### config.mk
export PLATFORM = sky130hd
export DESIGN_NAME = pipeline_ctrl
export DESIGN_NICKNAME = d
export VERILOG_FILES = /design/src/rtl/pipeline_ctrl_pkg.sv /design/src/rtl/pipeline_ctrl_load_use.sv /design/src/rtl/pipeline_ctrl.sv
export SDC_FILE = /design/constraint.sdc
export NUM_CORES = 1
export LEC_CHECK = 0
export CAP_MARGIN = 10
export CORE_AREA = 2 2 51 53
export DETAILED_ROUTE_END_ITERATION = 8
export DIE_AREA = 0 0 53 55
export HOLD_SLACK_MARGIN = 0.15
export MAX_ROUTING_LAYER = met4
export PLACE_DENSITY = 0.76
export SLEW_MARGIN = 30
export SYNTH_ARGS = -nofsm -noshare
export SYNTH_HDL_FRONTEND = slang
export SYNTH_HIERARCHICAL = 1
export SYNTH_SLANG_ARGS = --single-unit
### constraint.sdc
create_clock -name clk -period 2.15 [get_ports clk]
set_input_delay 0.3225 -clock clk [delete_from_list [all_inputs] [get_ports clk]]
set_output_delay 0.3225 -clock clk [all_outputs]
set_load 0.005 [all_outputs]
### src/rtl/pipeline_ctrl_pkg.sv
// Shared definitions for the pipeline controller.
// Holds the opcode constants the hazard logic compares against and the
// controller state encoding (2'b11 is unused and is treated as RUN).
package pipeline_ctrl_pkg;

  localparam logic [6:0] OP_LOAD   = 7'b0000011;
  localparam logic [6:0] OP_BRANCH = 7'b1100011;
  localparam logic [6:0] OP_BUBBLE = 7'b0000000;

  typedef enum logic [1:0] {
    StRun     = 2'b00,
    StMemWait = 2'b01,
    StErr     = 2'b10
  } state_e;

endpackage

### src/rtl/pipeline_ctrl_load_use.sv
// Load-use hazard detector (combinational).
// Ports:
//   id_opcode, id_rs1, id_rs2 : decode-stage opcode and source registers
//   ex_opcode, ex_rd          : execute-stage opcode and destination register
//   load_use                  : EX holds a load whose result ID needs now
module load_use_detect
  import pipeline_ctrl_pkg::*;
(
  input  logic [6:0] id_opcode,
  input  logic [4:0] id_rs1,
  input  logic [4:0] id_rs2,
  input  logic [6:0] ex_opcode,
  input  logic [4:0] ex_rd,
  output logic       load_use
);

  // x0 never carries a dependency and a bubble in ID reads nothing.
  assign load_use = (ex_opcode == OP_LOAD) && (ex_rd != 5'd0) &&
                    (id_opcode != OP_BUBBLE) &&
                    ((ex_rd == id_rs1) || (ex_rd == id_rs2));

endmodule

### src/rtl/pipeline_ctrl.sv
// Pipeline stall/flush controller.
// Drives the five stage-register enables and the IF/ID, ID/EX bubble flushes
// from a RUN / MEM_WAIT / ERR state machine plus load-use and branch inputs.
// Ports:
//   clk, reset               : clock, synchronous active-high reset
//   id_*, ex_*               : decode / execute stage fields for hazard detection
//   branch_taken             : EX redirect
//   mem_req, mem_ready       : data-memory handshake from MEM stage
//   *_en, *_flush            : stage register enables and bubble inserts
//   mem_err                  : sticky memory-timeout error
//   state                    : current state for debug
//   stall_cycles             : cycles with pc_en low (only with STALL_CNT_EN)
// Configuration: define STALL_CNT_EN to add the stall_cycles counter.
module pipeline_ctrl
  import pipeline_ctrl_pkg::*;
#(
  parameter int unsigned MEM_TIMEOUT = 255
) (
  input  logic        clk,
  input  logic        reset,
  input  logic [6:0]  id_opcode,
  input  logic [4:0]  id_rs1,
  input  logic [4:0]  id_rs2,
  input  logic [6:0]  ex_opcode,
  input  logic [4:0]  ex_rd,
  input  logic        branch_taken,
  input  logic        mem_req,
  input  logic        mem_ready,
  output logic        pc_en,
  output logic        if_id_en,
  output logic        id_ex_en,
  output logic        ex_mem_en,
  output logic        mem_wb_en,
  output logic        if_id_flush,
  output logic        id_ex_flush,
  output logic        mem_err,
  output logic [1:0]  state
`ifdef STALL_CNT_EN
  ,
  output logic [31:0] stall_cycles
`endif
);

  localparam logic [7:0] TimeoutVal = 8'(MEM_TIMEOUT);

  state_e     state_q, state_d;
  logic [7:0] cnt_q, cnt_d;
  logic       err_q, err_d;
  logic       load_use;
  logic       run_rules;

  load_use_detect u_load_use (
    .id_opcode (id_opcode),
    .id_rs1    (id_rs1),
    .id_rs2    (id_rs2),
    .ex_opcode (ex_opcode),
    .ex_rd     (ex_rd),
    .load_use  (load_use)
  );

  always_comb begin
    state_d     = state_q;
    cnt_d       = cnt_q;
    err_d       = err_q;
    run_rules   = 1'b0;
    pc_en       = 1'b0;
    if_id_en    = 1'b0;
    id_ex_en    = 1'b0;
    ex_mem_en   = 1'b0;
    mem_wb_en   = 1'b0;
    if_id_flush = 1'b0;
    id_ex_flush = 1'b0;

    case (state_q)
      StMemWait: begin
        if (mem_ready) begin
          // Exit cycle acts on any branch/load-use held during the wait.
          run_rules = 1'b1;
          state_d   = StRun;
          cnt_d     = 8'd0;
        end else if (cnt_q == TimeoutVal) begin
          state_d = StErr;
          err_d   = 1'b1;
        end else if (cnt_q != 8'hFF) begin
          cnt_d = cnt_q + 8'd1;
        end
      end
      StErr: begin
        state_d = StErr;
      end
      default: begin
        // RUN, and the unused encoding 2'b11 which decodes as RUN.
        if (mem_req && !mem_ready) begin
          state_d = StMemWait;
          cnt_d   = 8'd1;
        end else begin
          run_rules = 1'b1;
          state_d   = StRun;
        end
      end
    endcase

    if (run_rules) begin
      if (branch_taken) begin
        {pc_en, if_id_en, id_ex_en, ex_mem_en, mem_wb_en} = 5'b11111;
        if_id_flush = 1'b1;
        id_ex_flush = 1'b1;
      end else if (load_use) begin
        // Hold PC and IF/ID, push one bubble into ID/EX, let older stages drain.
        {pc_en, if_id_en, id_ex_en, ex_mem_en, mem_wb_en} = 5'b00111;
        id_ex_flush = 1'b1;
      end else begin
        {pc_en, if_id_en, id_ex_en, ex_mem_en, mem_wb_en} = 5'b11111;
      end
    end
  end

  always_ff @(posedge clk) begin
    if (reset) begin
      state_q <= StRun;
      cnt_q   <= 8'd0;
      err_q   <= 1'b0;
    end else begin
      state_q <= state_d;
      cnt_q   <= cnt_d;
      err_q   <= err_d;
    end
  end

  assign state   = state_q;
  assign mem_err = err_q;

`ifdef STALL_CNT_EN
  logic [31:0] stall_q;

  always_ff @(posedge clk) begin
    if (reset) begin
      stall_q <= 32'd0;
    end else if (!pc_en && (stall_q != 32'hFFFF_FFFF)) begin
      stall_q <= stall_q + 32'd1;
    end
  end

  assign stall_cycles = stall_q;
`endif

endmodule

==> results_dict.tcl, run 1 <==
set metrics [dict create \
    insertion_delay_ps 280 \
    drv_slew 0 \
    post_synth_fa_ha_maj_area_fraction 0.0418 \
    die_x_um 53 \
    cp.required_ps 1830 \
    first_iter_violations 22 \
    htree_levels 1 \
    tightestPinTransition_ps 428 \
    grt_pass1_vias 990 \
    timing.hold.ws_ps 476 \
    syn_nets 151 \
    drc 0 \
    start_util 0.379 \
    finalCritPeriodShare 0.963 \
    fin_cells 194 \
    grt_pass1_wl_um 4200 \
    yosys_warnings 6 \
    synth_area_leaders "dfxtp_1 25%, xnor2_1 9.8%, nor2_1 5.4%, a21oi_1 5.0%, ha_1 4.2%" \
    antenna_cells 0 \
    synth_cell_type_count 44 \
    tns_ps 0 \
    grt_max_degree 14 \
    hold_viol_final 0 \
    first_pass_iters 4 \
    clock_skew_ps 6.28 \
    relSlewSlack 0.714 \
    startpoint "ex_opcode[4]" \
    synth-compound-area-share 0.229 \
    area_delta_synth_final_pct 61.8 \
    place_inst 190 \
    synth_cells 114 \
    p_per_area_mw_per_mm2 363 \
    postRouteAntennaNets 0 \
    hold_start "mem_err" \
    grt_setup_unrepaired "no" \
    synth_top_family_by_area "simple AND/OR/NAND/NOR gates" \
    final_area_mm2 0.00145 \
    min_path_type "flip-flop to flip-flop" \
    portBuffers 43 \
    yosysSeqAreaShare 0.245 \
    ir_drop_mv 0.282 \
    nNetsFinal 202 \
    via_count 1058 \
    post_drt_wl_per_cell_um 13.8 \
    outcome "completed" \
    die_area_mm2 0.00292 \
    antenna_found_initial 0 \
    synth_xor_area_frac 0.0976 \
    drive_gt1_frac 0.183 \
    overflow 0 \
    cap_viol_max_count 0 \
    final_common_cell "clkdlybuf4s50_1" \
    yosys.area_share.simple 0.325 \
    gr-usage-all-layers 0.203 \
    vias_per_cell 5.45 \
    clk_pin_slew_ps 70 \
    route.final.wire_length_um 2670 \
    io_pins 44 \
    synth.area.mux_share 0 \
    yosysTopAreaCell "dfxtp_1" \
    syn_area_um2 897 \
    hpwl_um 2150 \
    critPathLaunchType "primary input" \
    p_leak_nw 0.511 \
    postSynth.asyncResetShare 0 \
    finalCriticalPeriod_ps 2070 \
    postSynthAreaPerCell_um2 7.87 \
    power_uw 527 \
    gp_congestion 0.884 \
    path_max_fanout 2 \
    cts_buffer_depth 2 \
    cts_buffers 3 \
    core_mm2 0.00236 \
    worstReg2RegStart "state[1]" \
    arrival_ps 1750 \
    cts.sinks 11 \
    critPathKind "primary input to output port" \
    synth_seq_cells 11 \
    rows 18 \
    synth_top_area_frac 0.245 \
    synth-edff-count 0 \
    cts-root-buf "clkbuf_4" \
    cp-end-kind "output port" \
    cts_tree "built" \
    mostFrequentLayoutCells "34 x clkdlybuf4s50_1, 13 x nor2_1, 9 x dfxtp_1, 9 x xnor2_1" \
    setup_viol 0 \
    synthFlopType "dfxtp_1" \
    die_h_um 55 \
    fmax_mhz 483 \
    placed_area_mm2 0.00139 \
]
## routing by layer
metal  part of all wire  vias up  global-route usage
met5                  0        -                   -
met4              0.021        0              0.0897
met3               0.13        7              0.0484
met2               0.45       58               0.371
met1               0.40      471               0.209
li1                   -      522                   -
## cells by family after synthesis
group           count (synthesis)
xor+xnor                       10
buf+inv                         9
flops                          11
compound gates                 30
simple gates                   51
fa+ha+maj                       3
## power breakdown
| part | switching [mW] | internal [mW] | leakage [nW] |
|---|---|---|---|
| Sequential | 0.00313 | 0.206 | 0.0899 |
| Clock | 0.0763 | 0.0721 | 0.0150 |
| Combinational | 0.0621 | 0.107 | 0.406 |
## final timing paths
path / slack [ps] / cells after the start / endpoint
min: 480 / 2 / mem_err
max reg2reg: 460 / 7 / cnt_q[3]
max: 80 / 7 / id_ex_flush
min reg2reg: 480 / 2 / mem_err
## final cells by class
| class | count | area (um2) |
|---|---|---|
| inverter | 4 | 15.0 |
| tap | 30 | 37.5 |
| clock buffer | 4 | 26.3 |
| timing repair buffer | 51 | 479 |
| sequential | 11 | 223 |
| fill | 222 | 913 |
| multi-input combinational | 94 | 671 |
## synthesized netlist by cell type, types with 2 or more instances
cell and count:
inv_1 4, o21ai_0 2, a31oi_1 2, xnor2_1 10
nand4_1 2, ha_1 3, a21oi_1 9, dfxtp_1 11
a211oi_1 2, nand2_1 5, o21ai_1 3, a2bb2oi_1 2
buf_4 3, nor4_1 3, nor2b_1 2, nor2_1 13
or4b_1 2, nand3_1 6, nor3_1 5
## critical path, stage by stage
cell,delay (ps)
clkdlybuf4s50_1,410
nor3_1,190
nand4_1,120
a21oi_1,160
o311a_1,210
o21a_1,110
dlygate4sd2_1,220
## stage by stage
stage,util,setup slack (ps)
5_1_grt,0.614,0.970
4_1_cts,0.604,16.6
6_report,0.614,79.0
2_1_floorplan,-,356
3_3_place_gp,0.586,-432
3_5_place_dp,0.586,-498
## sequential cells by signal (all words and copies together) (netlist names)
name     flops
cnt_q        8
state        2
mem_err      1
## repair_timing
action / 4_1_cts / 5_1_grt
endpoints found under the hold margin: 0 / 0
resized for setup: 20 / 5
pin swaps: 4 / 0
setup buffers: 0 / 0
hold buffers: 0 / 0
setup endpoints to repair: 7 / 3
(Power assumes the default switching activity.)
==> run 2, diff against run 1 <==
--- a/config.mk
+++ b/config.mk
@@ -6,12 +6,14 @@
 export NUM_CORES = 1
 export LEC_CHECK = 0
 export CAP_MARGIN = 10
-export CORE_AREA = 2 2 51 53
+export CELL_PAD_IN_SITES_DETAIL_PLACEMENT = 0
+export CELL_PAD_IN_SITES_GLOBAL_PLACEMENT = 1
+export CORE_AREA = 2 2 61 63
 export DETAILED_ROUTE_END_ITERATION = 8
-export DIE_AREA = 0 0 53 55
+export DIE_AREA = 0 0 63 65
 export HOLD_SLACK_MARGIN = 0.15
 export MAX_ROUTING_LAYER = met4
-export PLACE_DENSITY = 0.76
+export PLACE_DENSITY_LB_ADDON = 0.1
 export SLEW_MARGIN = 30
 export SYNTH_ARGS = -nofsm -noshare
 export SYNTH_HDL_FRONTEND = slang
==> run 2 against run 1 <==
- cell count rose by 10%
- count of clock-buffer cells in the layout is the same
- hold slack worse by 4.1 ps
- register-to-register slack got worse by 20 ps
- global-route usage is 6.0 points lower
- sequential power hardly changed
- flip-flop and latch count stayed put
- final area grew 3.9%
- total power up 0.25%
- utilization decreased by 18 points
- largest power group unchanged
==> results_dict.tcl, run 2 (synthesis gave the netlist of run 1 again) <==
set metrics [dict create \
    cp-end-kind "output port" \
    cp_slowest_cell "clkdlybuf4s50_1" \
    via_count 1039 \
    cp_slowest_stage_delay_ps 500 \
    drive_gt1_frac 0.217 \
    gr-usage-all-layers 0.144 \
    fin_ws_ps 84.0 \
    relSlewSlack 0.734 \
    vias_per_cell 4.86 \
    cts-root-buf "clkbuf_4" \
    first_iter_violations 27 \
    placed_area_mm2 0.00141 \
    io_pins 44 \
    path_max_fanout 2 \
    core_mm2 0.00350 \
    power_uw 528 \
    hpwl_um 2100 \
    cts_tree "built" \
    start_util 0.257 \
    ir_drop_mv 0.190 \
    path_buf_inv 2 \
    setup_viol 0 \
    die_area_mm2 0.00410 \
    first_pass_iters 4 \
    fmax_mhz 484 \
    grt_pass1_vias 1047 \
    route.final.wire_length_um 2740 \
    tightestPinTransition_ps 398 \
    drc 0 \
    min_path_type "flip-flop to flip-flop" \
    mostFrequentLayoutCells "34 x clkdlybuf4s50_1, 12 x nor2_1, 10 x buf_4, 9 x dfxtp_1, 9 x xnor2_1" \
    p_per_area_mw_per_mm2 350 \
    cts_buffers 3 \
    final_common_cell "clkdlybuf4s50_1" \
    overflow 0 \
    post_drt_wl_per_cell_um 12.8 \
    htree_levels 1 \
    drv_slew 0 \
    postRouteAntennaNets 0 \
    grt_pass1_wl_um 4730 \
    gp_congestion 0.775 \
    hold_viol_final 0 \
    outcome "completed" \
    finalCritPeriodShare 0.961 \
    portBuffers 43 \
    place_ws_ps -458 \
    die_x_um 63 \
    holdBufCountCts 0 \
    cp.required_ps 1830 \
    critPathKind "primary input to output port" \
    cts_buffer_depth 2 \
    critPathLaunchType "primary input" \
    path_cells "clkdlybuf4s50_1, xnor2_2, nand3_1, o22ai_2, o311a_1, nor2b_4, nor3_2, buf_2" \
    cts.sinks 11 \
    final_area_mm2 0.00151 \
    insertion_delay_ps 270 \
    clock_skew_ps 0.608 \
    cap_viol_max_count 0 \
    antenna_found_initial 0 \
    arrival_ps 1740 \
    clk_pin_slew_ps 70 \
    antenna_cells 0 \
    largest_reg_flops 8 \
    rows 22 \
    finalCriticalPeriod_ps 2070 \
    die_h_um 65 \
    crit_family "buffers and inverters" \
    area_delta_synth_final_pct 68.1 \
    top_register "cnt_q" \
    grt_max_degree 14 \
    p_leak_nw 0.530 \
    nNetsFinal 204 \
    fill_cells 371 \
]
run 2: changes by cell type in the layout (fill, tap and decap cells not counted), sizes merged:
cell,previous run,this run
buf,10,12
dlygate4sd2,5,3
clkdlybuf4s15,0,1
dlymetal6s2s,2,3
run 2: path summary, 6_finish.rpt:
check             slack (ps)        to  depth (start not counted)       from
setup / recovery          80  if_id_en                          8  id_rs2[0]
hold / removal           470   mem_err                          2    mem_err
setup reg to reg         440  cnt_q[5]                          5   cnt_q[0]
hold reg to reg          470   mem_err                          2    mem_err
run 2: through the flow:
stage / utilization / hold WS (ps) / TNS, ps / std cells
6_report: 0.431 / 472 / 0 / 214
3_3_place_gp: 0.403 / 452 / -1150 / 208
3_5_place_dp: 0.403 / 461 / -1180 / 208
5_1_grt: 0.431 / 544 / -5.74 / 214
4_1_cts: 0.418 / 479 / 0 / 214
2_1_floorplan: - / 465 / 0 / 114
run 2: worst register-to-register path: cells and delay by family (launching register included):
| family | cells | cell delay [ps] |
|---|---|---|
| compound gates | 1 | 250 |
| flops | 1 | 450 |
| simple gates | 3 | 620 |
| fa+ha+maj | 1 | 300 |
run 2: power breakdown:
part | switching [mW] | total [mW] | internal [mW]
Sequential | 0.00336 | 0.209 | 0.206
Combinational | 0.0623 | 0.174 | 0.112
Clock | 0.0730 | 0.145 | 0.0718
Total | 0.139 | 0.528 | 0.390
run 2: layout make-up:
cell class / count / area [um2] / area share
timing repair buffer: 53 / 499 / 0.331
inverter: 4 / 15.0 / 0.00996
multi-input combinational: 94 / 684 / 0.454
sequential: 11 / 223 / 0.148
tap: 48 / 60.1 / 0.0398
clock buffer: 4 / 26.3 / 0.0174
run 2: timing repair:
action,in CTS,in global routing
gates resized for setup,19,10
pin swaps,5,2
endpoints found under the setup margin,7,7
buffers inserted,2,0
run 2: metal layers:
layer  track usage  vias to the layer above  part of all wire
met2         0.255                       27              0.49
met5             -                        -                 0
met4        0.0222                        0            0.0051
met3        0.0382                        4             0.052
met1         0.165                      480              0.45
li1              -                      528                 -
